===== config.mk =====
export PLATFORM = sky130hd
export DESIGN_NAME = regfile_wr_initiator
export DESIGN_NICKNAME = d
export VERILOG_FILES = /design/src/rtl/regfile_wr_initiator.sv
export SDC_FILE = /design/constraint.sdc
export NUM_CORES = 1
export LEC_CHECK = 0
export ABC_AREA = 1
export CAP_MARGIN = 20
export CORE_ASPECT_RATIO = 1.2
export CORE_MARGIN = 2
export CORE_UTILIZATION = 45
export DETAILED_ROUTE_END_ITERATION = 16
export PLACE_DENSITY_LB_ADDON = 0.1
export REMOVE_ABC_BUFFERS = 1
export SLEW_MARGIN = 20
export SYNTH_ARGS = -nofsm -noshare
export SYNTH_HDL_FRONTEND = slang
export SYNTH_SLANG_ARGS = --single-unit

===== constraint.sdc =====
create_clock -name clk -period 4.55 [get_ports clk]
set_input_delay 0.91 -clock clk [delete_from_list [all_inputs] [get_ports clk]]
set_output_delay 0.91 -clock clk [all_outputs]
set_load 0.02 [all_outputs]

===== src/rtl/regfile_wr_initiator.sv =====
// -----------------------------------------------------------------------------
// regfile_wr_initiator
//
// Write-side initiator for one regfile write port of the v_tile. Vector write
// packets arrive from tile routing through a valid/ready handshake and are
// buffered in a small FIFO. The head packet is driven onto the regfile
// wen/w_data port and held there until the regfile answers with wr_ack. A
// request that never gets an ack is dropped after `timeout` cycles and a
// sticky error is raised.
//
// Handshake (upstream): a packet is transferred on every rising edge where
// in_valid && in_ready. in_valid/in_data may change freely while in_ready is
// low. in_ready depends only on the registered FIFO count (and reset), never
// on in_valid or on a same-cycle pop, so a full FIFO never accepts a packet.
//
// Ports:
//   clk          in   rising-edge clock
//   reset        in   asynchronous active-low reset
//   in_valid     in   upstream packet valid
//   in_ready     out  FIFO can accept a packet
//   in_data      in   packet lanes [num_inputs-1:0], each `width` bits
//   wen          out  regfile write enable
//   w_data       out  regfile write data lanes [num_inputs-1:0]
//   wr_ack       in   regfile write acknowledge
//   clr_err      in   synchronous clear of err_timeout/stray_ack/drop_cnt
//   busy         out  FIFO non-empty or FSM not idle
//   count        out  FIFO occupancy
//   err_timeout  out  sticky: a request timed out
//   stray_ack    out  sticky: wr_ack seen while no request was outstanding
//   drop_cnt     out  dropped request count, saturating at 255
//   dbg_state    out  current FSM state (IDLE=0, REQ=1, GAP=2)
// -----------------------------------------------------------------------------
module regfile_wr_initiator #(
  parameter int width      = 16,
  parameter int num_inputs = 4,
  parameter int depth      = 4,
  parameter int timeout    = 32
) (
  input  logic                      clk,
  input  logic                      reset,
  input  logic                      in_valid,
  output logic                      in_ready,
  input  logic [width-1:0]          in_data [num_inputs-1:0],
  output logic                      wen,
  output logic [width-1:0]          w_data  [num_inputs-1:0],
  input  logic                      wr_ack,
  input  logic                      clr_err,
  output logic                      busy,
  output logic [$clog2(depth):0]    count,
  output logic                      err_timeout,
  output logic                      stray_ack,
  output logic [7:0]                drop_cnt,
  output logic [1:0]                dbg_state
);

  localparam int AW = $clog2(depth);
  localparam int CW = AW + 1;
  localparam int PW = width * num_inputs;
  localparam int TW = (timeout > 1) ? $clog2(timeout) : 1;
  localparam bit TO_EN = (timeout != 0);
  // Last timer value of a request; unused when the timeout is disabled.
  localparam logic [TW-1:0] TMAX = TW'((timeout > 0) ? timeout - 1 : 0);

  typedef enum logic [1:0] {
    IDLE = 2'd0,
    REQ  = 2'd1,
    GAP  = 2'd2
  } state_e;

  // ---------------------------------------------------------------------------
  // State
  // ---------------------------------------------------------------------------
  state_e          state_q, state_d;
  logic            wen_q, wen_d;
  logic [PW-1:0]   wdata_q, wdata_d;
  logic [TW-1:0]   timer_q, timer_d;
  logic [AW-1:0]   wr_ptr_q, wr_ptr_d;
  logic [AW-1:0]   rd_ptr_q, rd_ptr_d;
  logic [CW-1:0]   count_q, count_d;
  logic            err_q, err_d;
  logic            stray_q, stray_d;
  logic [7:0]      drop_q, drop_d;
  logic [PW-1:0]   mem_q [depth];

  logic            push;
  logic            pop;
  logic            drop;
  logic            stray_ev;
  logic [PW-1:0]   in_pack;
  logic [7:0]      drop_base;

  // ---------------------------------------------------------------------------
  // Lane packing
  // ---------------------------------------------------------------------------
  always_comb begin
    in_pack = '0;
    for (int i = 0; i < num_inputs; i++) begin
      in_pack[i*width +: width] = in_data[i];
    end
  end

  always_comb begin
    for (int i = 0; i < num_inputs; i++) begin
      w_data[i] = wdata_q[i*width +: width];
    end
  end

  // ---------------------------------------------------------------------------
  // FIFO
  // ---------------------------------------------------------------------------
  // Gating with reset keeps in_ready low while reset is held, even though the
  // count register already reads zero.
  assign in_ready = reset && (count_q < CW'(depth));
  assign push     = in_valid && in_ready;

  always_comb begin
    wr_ptr_d = wr_ptr_q;
    rd_ptr_d = rd_ptr_q;
    count_d  = count_q;
    if (push) begin
      wr_ptr_d = wr_ptr_q + AW'(1);
    end
    if (pop) begin
      rd_ptr_d = rd_ptr_q + AW'(1);
    end
    unique case ({push, pop})
      2'b10:   count_d = count_q + CW'(1);
      2'b01:   count_d = count_q - CW'(1);
      default: count_d = count_q;
    endcase
  end

  // Storage is not reset: occupancy is tracked by the pointers and count.
  always_ff @(posedge clk) begin
    if (push) begin
      mem_q[wr_ptr_q] <= in_pack;
    end
  end

  // ---------------------------------------------------------------------------
  // Request FSM
  // ---------------------------------------------------------------------------
  always_comb begin
    state_d = state_q;
    wen_d   = 1'b0;
    wdata_d = wdata_q;
    timer_d = timer_q;
    pop     = 1'b0;
    drop    = 1'b0;
    unique case (state_q)
      IDLE: begin
        if (count_q != '0) begin
          wdata_d = mem_q[rd_ptr_q];
          wen_d   = 1'b1;
          timer_d = '0;
          state_d = REQ;
        end
      end
      REQ: begin
        wen_d = 1'b1;
        // An ack in the last timer cycle still counts as a completed write.
        if (wr_ack) begin
          pop     = 1'b1;
          wen_d   = 1'b0;
          state_d = GAP;
        end else if (TO_EN && (timer_q == TMAX)) begin
          pop     = 1'b1;
          drop    = 1'b1;
          wen_d   = 1'b0;
          state_d = GAP;
        end else begin
          timer_d = timer_q + TW'(1);
        end
      end
      GAP: begin
        // One forced low cycle so back-to-back writes are always separated.
        state_d = IDLE;
      end
      default: begin
        state_d = IDLE;
      end
    endcase
  end

  // ---------------------------------------------------------------------------
  // Sticky error reporting; a same-cycle event wins over clr_err.
  // ---------------------------------------------------------------------------
  assign stray_ev  = wr_ack && (state_q != REQ);
  assign drop_base = clr_err ? 8'd0 : drop_q;

  always_comb begin
    err_d   = (clr_err ? 1'b0 : err_q) | drop;
    stray_d = (clr_err ? 1'b0 : stray_q) | stray_ev;
    drop_d  = drop_base;
    if (drop && (drop_base != 8'hFF)) begin
      drop_d = drop_base + 8'd1;
    end
  end

  // ---------------------------------------------------------------------------
  // Registers
  // ---------------------------------------------------------------------------
  always_ff @(posedge clk or negedge reset) begin
    if (!reset) begin
      state_q  <= IDLE;
      wen_q    <= 1'b0;
      wdata_q  <= '0;
      timer_q  <= '0;
      wr_ptr_q <= '0;
      rd_ptr_q <= '0;
      count_q  <= '0;
      err_q    <= 1'b0;
      stray_q  <= 1'b0;
      drop_q   <= 8'd0;
    end else begin
      state_q  <= state_d;
      wen_q    <= wen_d;
      wdata_q  <= wdata_d;
      timer_q  <= timer_d;
      wr_ptr_q <= wr_ptr_d;
      rd_ptr_q <= rd_ptr_d;
      count_q  <= count_d;
      err_q    <= err_d;
      stray_q  <= stray_d;
      drop_q   <= drop_d;
    end
  end

  // ---------------------------------------------------------------------------
  // Outputs
  // ---------------------------------------------------------------------------
  assign wen         = wen_q;
  assign count       = count_q;
  assign busy        = (count_q != '0) || (state_q != IDLE);
  assign err_timeout = err_q;
  assign stray_ack   = stray_q;
  assign drop_cnt    = drop_q;
  assign dbg_state   = state_q;

endmodule


==> summary.txt <==
Die
  • Full die area: 0.0312 mm²
  • Die X-Extent: 161 µm
  • Die Span Y: 193 µm
  • CORE AREA: 0.0294 mm²
  • Starting Density: 45.5%
  • IO Pins: 151
  • FP Rows: 69

Final layout
  • N_diodes: 0
  • Layout cells sized above 1: 6.38%
  • Design area: 0.0164 mm²
  • Commonest non-fill, non-tap cell in the layout: nor2_1
  • Commonest cells after routing, fill and taps aside: nor2_1 (402), edfxtp_1 (256), clkdlybuf4s50_1 (149), o21ai_0 (123), dfrtp_1 (87)
  • Nets@finish: 1,354
  • Layout area overhead: 22.3%
  • Final core occ: 55.6%

Clocking
  • Clock Latency Late Sink: 0.52 ns
  • CTS tree: done
  • CTS buffer count: 35
  • Hold-fix buffers, CTS: 0
  • Root Buffer: clkbuf_16
  • Postcts setup bufs: 0
  • Max Root-Sink Buffers: 3
  • CTS H-tree depth: 2
  • Clock transition at path regs: 0.06 ns
  • # clock sinks: 345
  • Post-cts sizing count: 0

GRT
  • M1 GR Usage: 24.6%
  • Total grt overflow: 0
  • First-pass GRT wire length: 46.0 mm
  • Met3 GRT Util: 2.97%
  • Pin count of the biggest net entering global routing: 95
  • Vias in the first global route: 8,462
  • Gr usage total: 19.0%
  • Initial antenna violation count: 1
  • Routing usage on met2: 33.6%
  • Grt peak-use layer: met2

Setup path
  • Crit path cell chain: buf_4 > inv_1 > nor2_1 > clkdlybuf4s50_1
  • Crit path max-delay cell type: clkdlybuf4s50_1
  • Buf/Inv on CP: 3
  • CP Capture Type: output pin
  • Max Fanout on Critical Path: 28
  • CP Launch Type: input port
  • Critical Path AT: 2.10 ns
  • Max stage delay on crit path: 0.62 ns
  • CP Class: in2out
  • Cell family with most CP delay: buffers and inverters
  • Required time worst endpoint: 3.64 ns

STA
  • Hold Vio Cnt, Final: 0
  • Ratio of final minimum period to clock period: 66.2%
  • Final setup vio count: 0
  • Final max-slew violation count: 0
  • Max Freq: 332 MHz
  • Final Skew: 0.0235 ns
  • Worst-Margin Slew: 1.04 ns
  • Unrepaired setup endpoints after global routing: false
  • Clock period minus final worst setup slack: 3.01 ns
  • Relative slew margins: 30.8%

Power
  • Pwr/cell area: 648 mW/mm²
  • Worst vdd ir: 0.000339 V
  • Leak pwr: 5.99 nW
  • Power, Total: 10.6 mW

Placed design
  • PortBufs: 150
  • GPL Wtd Cong: 0.768
  • Dpl cell area: 0.0152 mm²
  • Detail Placement HPWL: 16.0 mm

Logic synthesis
  • Synth Warn #: 0
  • Synth cell types: 29
  • Most used DFF post-synth: edfxtp_1
  • Post-synth EDFFs: 256
  • Seq cells post-synth: 345
  • Post-synthesis sequential area ratio: 74.0%
  • Post-Synthesis Cells: 1,131
  • Post-Syn Area per Cell: 11.8 µm²
  • Async SR Flop Fraction: 25.8%
  • Post-synth design cell area: 0.0134 mm²

Detailed routing
  • Antenna Violating Nets Remaining: 0
  • Routed via count: 8,425
  • Pre-antenna DRT Iters: 5
  • WL per Instance: 17.1 µm
  • Total Wirelength: 29.0 mm
  • Vias per std cell: 4.98
  • DRT iter0 DRCs: 627
  • Post-route DRC: 0

Outcome
  • Outcome: finished clean

Worst hold path
  • Worst Hold Class: in2async

Job
  • Max-cap viol count: 0
registers in the layout, indices dropped and copies added, names as in the netlist:
signal,count
mem_q,256
w_data,64
drop_cnt,8
timer_q,5
count,3
dbg_state,2
rd_ptr_q,2
wr_ptr_q,2
err_timeout,1
stray_ack,1
wen,1
synth_stat cells, types with 3 or more instances:
library cell	count	area share, %
dfrtp_1	89	17
buf_2	17	0.64
inv_2	4	0.11
ha_1	8	0.75
a21oi_1	68	2.5
buf_1	6	0.17
nand2_1	51	1.4
buf_6	7	0.59
o21ai_1	11	0.41
clkbuf_2	3	0.11
xor2_1	5	0.33
nor2_1	406	11
inv_1	31	0.87
clkbuf_1	17	0.48
buf_4	6	0.34
edfxtp_1	256	57
o21ai_0	123	4.6
nand3_1	10	0.37
cell type report:
type                    instances  area [µm²]
repair buffers                164        1620
well taps                     390         488
inverters                      35         134
multi-input cells             695        3070
flip-flops and latches        345        9920
clock buffers                  51        1030
clock inverters                11         123
fillers                      2457       13100
report_power, final:
group	internal [mW]	switching [mW]
sequential	3.92	0.477
combinational	1.31	2.08
clock	1.69	1.14
metrics by stage:
| step | cells | setup slack, ns | TNS, ns | hold WS (ns) |
|---|---|---|---|---|
| 5_1_grt | 1691 | 1.37 | 0 | 0.355 |
| 4_1_cts | 1691 | 1.48 | 0 | 0.339 |
| 3_5_place_dp | 1629 | 1.31 | 0 | 0.479 |
| 2_1_floorplan | 1075 | -0.176 | -44.97 | 0.478 |
| 6_report | 1691 | 1.54 | 0 | 0.335 |
| 3_3_place_gp | 1629 | 1.34 | 0 | 0.476 |
cells by family (layout without fill, tap and decap cells):
logic type | Yosys count | count (layout) | synth area share, %
fa+ha+maj | 9 | 9 | 0.897
compound gates | 205 | 205 | 7.72
flops | 345 | 345 | 74.0
simple gates | 474 | 474 | 13.6
buf+inv | 91 | 261 | 3.30
xor+xnor | 7 | 7 | 0.458
layer usage:
| metal | wire length, µm | vias up |
|---|---|---|
| met1 | 12700 | 4079 |
| li1 | - | 4120 |
| met2 | 14500 | 185 |
| met3 | 1330 | 39 |
| met5 | 10 | - |
| met4 | 532 | 2 |
path summary, 6_finish.rpt:
kind                                                 to                    from  cells after the start  slack (ns)
worst max-delay path                           in_ready                   reset                      4        1.54
worst min-delay path             w_data[61]$_DFFE_PN0P_                   reset                      1        0.34
worst max register to register     count[2]$_DFFE_PN0P_  timer_q[0]$_DFFE_PN0P_                     11        2.02
worst min register to register    err_timeout$_DFF_PN0_   err_timeout$_DFF_PN0_                      2        0.49
max in group asynchronous       rd_ptr_q[0]$_DFFE_PN0P_                   reset                      2        2.85
min in group clk                  err_timeout$_DFF_PN0_   err_timeout$_DFF_PN0_                      2        0.49
Power figures use the tool's default switching activity.
==> edit 1: new RTL, same settings <==
Set the parameter `width` to 20 (it was 16).
--- a/src/rtl/regfile_wr_initiator.sv
+++ b/src/rtl/regfile_wr_initiator.sv
@@ -32,5 +32,5 @@
 // -----------------------------------------------------------------------------
 module regfile_wr_initiator #(
-  parameter int width      = 16,
+  parameter int width      = 20,
   parameter int num_inputs = 4,
   parameter int depth      = 4,
Ports: changed (resized in_data and w_data); port bits go from 151 to 183. The function was not compared with the original's and may differ.
==> edit 1 against the unedited design <==
- synthesized area up 23%
- synthesized cell count up 21%
- sequential cell count up 80
- setup slack better by 0.33 ns
- routed wire length up 26%
- critical path depth down 1
- power up 22%
- design area up 22%
- clock skew down 0.0098 ns
==> edit 1: results (changes against the unedited design) <==
Clock tree
The source-to-sink clock delay at the later pin of the worst-skew pair is 0.55 ns (was 0.52 ns). The total CTS buffers came to 41 (was 35).

Synthesis
Cells taking the most area after synthesis: sky130_fd_sc_hd__edfxtp_1, sky130_fd_sc_hd__dfrtp_1, sky130_fd_sc_hd__nor2_1 (unchanged). The cell count after synthesis is 1370 (was 1131). The portion of the post-synthesis area used by sequential elements is 0.7419 (was 0.7404). Most common library cells after synthesis: sky130_fd_sc_hd__nor2_1, sky130_fd_sc_hd__edfxtp_1, sky130_fd_sc_hd__dfrtp_1, sky130_fd_sc_hd__o21ai_1, sky130_fd_sc_hd__a21oi_1 (was sky130_fd_sc_hd__nor2_1, sky130_fd_sc_hd__edfxtp_1, sky130_fd_sc_hd__o21ai_0, sky130_fd_sc_hd__dfrtp_1, sky130_fd_sc_hd__a21oi_1). The number of enable-type register cells in the synthesized netlist is 320 (was 256). The share of async-settable or async-resettable flops after synthesis is 0.2471 (was 0.2580).

Global route
The wire length of the first global-routing pass was 56.81 mm (was 45.95 mm). The met1 demand-to-capacity share in global routing was 0.2492 (was 0.2462). The number of global-route vias before repair is 10.36k (was 8462).

The global-route usage over all layers was 0.1941 (was 0.1900). The number of antenna violations at the first check in global routing came to 5 (was 1). The met3 track demand over resource in global routing came to 0.03865 (was 0.02973). The global-route met2 utilization came to 0.3350 (was 0.3363).

The maximum number of pins on one net before global-route repair is 122 (was 95).

Detailed routing
The initial detailed-routing violation count is 659 (was 627). The amount of wire on met3 after detailed routing came to 1.873 mm (was 1.330 mm). The met2 wire length came to 18.44 mm (was 14.46 mm).

The wire length on met1 is 15.36 mm (was 12.66 mm). The post-detailed-route wirelength per cell is 17.88 um (was 17.15 um).

Power
The leakage power was 7.214 nW (was 5.988 nW). The switching share of total power is 0.3532 (was 0.3487). The worst voltage drop across the vdd grid was 0.0005307 V (was 0.0003387 V).

Placed design
The HPWL after detailed placement is 20.03 mm (was 16.01 mm). The number of port buffers came to 182 (was 150). The final weighted congestion in routability-driven placement is 0.7932 (was 0.7678). The setup slack at placement is 1.529 ns (was 1.310 ns).

The placed instance area is 18630 sq um (was 15230 sq um).

Finish
The flip-flop count of the largest register after layout is 320 (was 256). The share of layout cells above drive strength 1 is 0.05972 (was 0.06380). The register with the most flip-flops is mem_q (unchanged).

The number of non-filler instances in the completed layout is 2043 (was 1691). The count of nets after finishing is 1635 (was 1354).

Run status
Status: complete, no violations (unchanged).

STA
The worst slew margin relative to its limit is 0.2893 (was 0.3075). The post-route clock skew is 0.01376 ns (was 0.02354 ns).

Setup path
The maximum single-stage delay on the critical path is 0.54 ns (was 0.62 ns). The maximum net fanout on the critical path is 4 (was 28).

Worst hold path
The worst hold path class is register to register (was input pin to async pin).
## edit 1: cell types whose count changed after synthesis, sizes merged
cell    before  now
o21ai      134  166
buf         36   49
dfrtp       89  105
a21oi       69   85
nor2       408  504
edfxtp     256  320
clkbuf      20   22
## edit 1: power by group through the flow
| stage | registers (mW) | logic [mW] | clock network (mW) |
|---|---|---|---|
| 2_1_floorplan | 5.88 | 2.06 | 0 |
| 3_3_place_gp | 5.38 | 4.38 | 0 |
| 3_5_place_dp | 5.37 | 4.43 | 0 |
| 4_1_cts | 5.31 | 4.46 | 3.38 |
| 5_1_grt | 5.37 | 4.90 | 3.53 |
| 6_report | 5.29 | 4.37 | 3.31 |
## edit 1: cell families after synthesis
logic type / after synthesis / synth area share
xor gates and xnor gates: 7 / 0.003717
adders and majority gates: 9 / 0.007282
and+or+nand+nor: 570 / 0.1326
DFF: 425 / 0.7419
AOI/OAI and AO/OA: 253 / 0.07722
buffers and inverters: 106 / 0.03732
## edit 1: cell type report
type                            instances  area [sq um]
Antenna cell                            1         2.502
Clock buffer                           64          1195
Clock inverter                         12         110.1
Fill cell                            3019         16100
Inverter                               35         137.6
Multi-Input combinational cell        839          3677
Sequential cell                       425         12240
Tap cell                              468         585.6
Timing Repair Buffer                  199          1984
## edit 1: path summary, 6_finish.rpt
| check | from | to | slack (ns) | depth (start not counted) |
|---|---|---|---|---|
| min | err_timeout | err_timeout | 0.49 | 2 |
| max | dbg_state[0] | busy | 1.86 | 3 |
| min in group asynchronous | reset | w_data[79] | 0.51 | 2 |
| max reg2reg | timer_q[0] | count[2] | 2.04 | 11 |
| max in group asynchronous | reset | rd_ptr_q[0] | 2.56 | 3 |
| min reg2reg | err_timeout | err_timeout | 0.49 | 2 |
==> edit 2: new RTL, config.mk and constraints unchanged <==
Without the edit above. Put one more register stage on the output `drop_cnt`, with the module's reset. The value now appears one clock later. The other outputs are not delayed to match.
--- a/src/rtl/regfile_wr_initiator.sv
+++ b/src/rtl/regfile_wr_initiator.sv
@@ -235,5 +235,11 @@
   assign err_timeout = err_q;
   assign stray_ack   = stray_q;
-  assign drop_cnt    = drop_q;
+  always_ff @(posedge clk or negedge reset) begin
+    if (!reset) begin
+      drop_cnt <= '0;
+    end else begin
+      drop_cnt <= drop_q;
+    end
+  end
   assign dbg_state   = state_q;
 
Function: no difference found for any inputs over 4 cycles, from zero or initial values and one cycle with reset low; that may be too few to reach the edited logic, so the function may still have changed.
==> edit 2 against the unedited design <==
- via count grew 3.2%
- global-route usage grew 0.066 points
- sequential cell count grew 8
- routed wire length grew 3.0%
- synthesized area grew 1.5%
- register-to-register slack lost 0.16 ns
- combinational power is essentially flat
- design area grew 1.2%
- cell count grew 0.53%
- sequential power grew 2%
- power grew 0.83%
- setup slack gained 0.011 ns
- critical endpoint unchanged
==> edit 2: results (changes against the unedited design) <==
Run status
Status: complete, no violations (unchanged).

STA
The clock period minus worst slack came to 3.002 ns (was 3.013 ns). The post-route clock skew came to 0.02059 ns (was 0.02354 ns). The slew at the pin closest to its max-slew limit is 1.100 ns (was 1.039 ns).

Global route
The maximum number of pins on one net before global-route repair is 97 (was 95). The met1 demand-to-capacity share in global routing is 0.2446 (was 0.2462). The global-route usage over all layers is 0.1907 (was 0.1900).

The met3 track demand over resource in global routing is 0.03244 (was 0.02973). The number of antenna violations at the first check in global routing is 0 (was 1). The global-route met2 utilization was 0.3349 (was 0.3363).

The wire length of the first global-routing pass is 47.14 mm (was 45.95 mm). The number of global-route vias before repair came to 8789 (was 8462).

Placed design
The final weighted congestion in routability-driven placement is 0.7722 (was 0.7678). The setup slack at placement is 1.348 ns (was 1.310 ns). The placed instance area is 15450 sq um (was 15230 sq um).

The HPWL after detailed placement is 16.63 mm (was 16.01 mm).

Finish
The multi-input gate share of total cell area came to 0.1859 (was 0.1874). The fraction of area in non-clock buffers was 0.09839 (was 0.09869). The proportion of cell area occupied by registers is 0.6104 (was 0.6058). The layout buffer count excluding clock buffers came to 161 (was 164). The final-layout fill cell count is 2529 (was 2457). The layout sequential cell count came to 353 (was 345). The number of clock buffers in the layout was 52 (was 51).

The count of nets after finishing is 1360 (was 1354). The number of multi-input logic gates is 698 (was 695). The number of ordinary inverters in the final layout is 32 (was 35). The share of layout cells above drive strength 1 is 0.06107 (was 0.06380).

The relative area change from synthesis to final layout is 22.01% (was 22.32%).

Setup path
The last element of the critical path is in_ready (unchanged). The register-to-register setup slack is 1.86 ns (was 2.02 ns). The maximum net fanout on the critical path is 29 (was 28). The beginning of the worst register-to-register path was timer_q[1] (was timer_q[0]). The destination of the worst register-to-register timing path is count[2] (unchanged).

Power
The fraction of power consumed by sequential logic came to 0.419 (was 0.414). The leakage power is 6.096 nW (was 5.988 nW). The relative contribution of the clock network to total power is 0.263 (was 0.266).

The power density over cell area was 645.4 nW/um^2 (was 648.0 nW/um^2).

Detailed routing
The wire length on met1 is 12.90 mm (was 12.66 mm). The initial detailed-routing violation count is 671 (was 627). The via count normalized by instance count is 5.116 (was 4.982). The amount of wire on met3 after detailed routing is 1.239 mm (was 1.330 mm). The uppermost signal routing layer after detailed routing is met4 (was met5). The met2 wire length is 15.18 mm (was 14.46 mm).

Synthesis
Most common library cells after synthesis: sky130_fd_sc_hd__nor2_1, sky130_fd_sc_hd__edfxtp_1, sky130_fd_sc_hd__o21ai_0, sky130_fd_sc_hd__dfrtp_1, sky130_fd_sc_hd__a21oi_1 (unchanged). Cells taking the most area after synthesis: sky130_fd_sc_hd__edfxtp_1, sky130_fd_sc_hd__dfrtp_1, sky130_fd_sc_hd__nor2_1 (unchanged). The portion of the post-synthesis area used by sequential elements came to 0.7442 (was 0.7404). The synthesized cell area is 13590 sq um (was 13390 sq um). The share of async-settable or async-resettable flops after synthesis is 0.2748 (was 0.2580).

The number of library cell types mapped by synthesis is 26 (was 29).
## edit 2: changes by cell type after synthesis, sizes merged, moves of 2 or more
cell   unedited run  this run
nor2            408       410
inv              35        32
dfrtp            89        97
nand2            53        55
## edit 2: kinds of logic (layout without fill, tap and decap cells)
family / count (synthesis) / in the layout / share of synthesized area
AO/OA/AOI/OAI: 205 / 205 / 0.07668
XOR/XNOR: 7 / 7 / 0.004511
adder cells (fa/ha/maj): 9 / 9 / 0.008838
buffers and inverters: 88 / 259 / 0.03157
flip-flops: 353 / 353 / 0.7442
AND/OR/NAND/NOR: 477 / 477 / 0.1342
## edit 2: per-stage QoR
step	setup TNS, ns	instances	hold WS, ns	utilization
2_1_floorplan	-44.97	1083	0.3741	-
5_1_grt	0	1700	0.3607	0.5584
6_report	0	1700	0.3383	0.5584
4_1_cts	0	1700	0.3411	0.5584
3_5_place_dp	0	1634	0.4103	0.5201
3_3_place_gp	0	1634	0.4052	0.5201
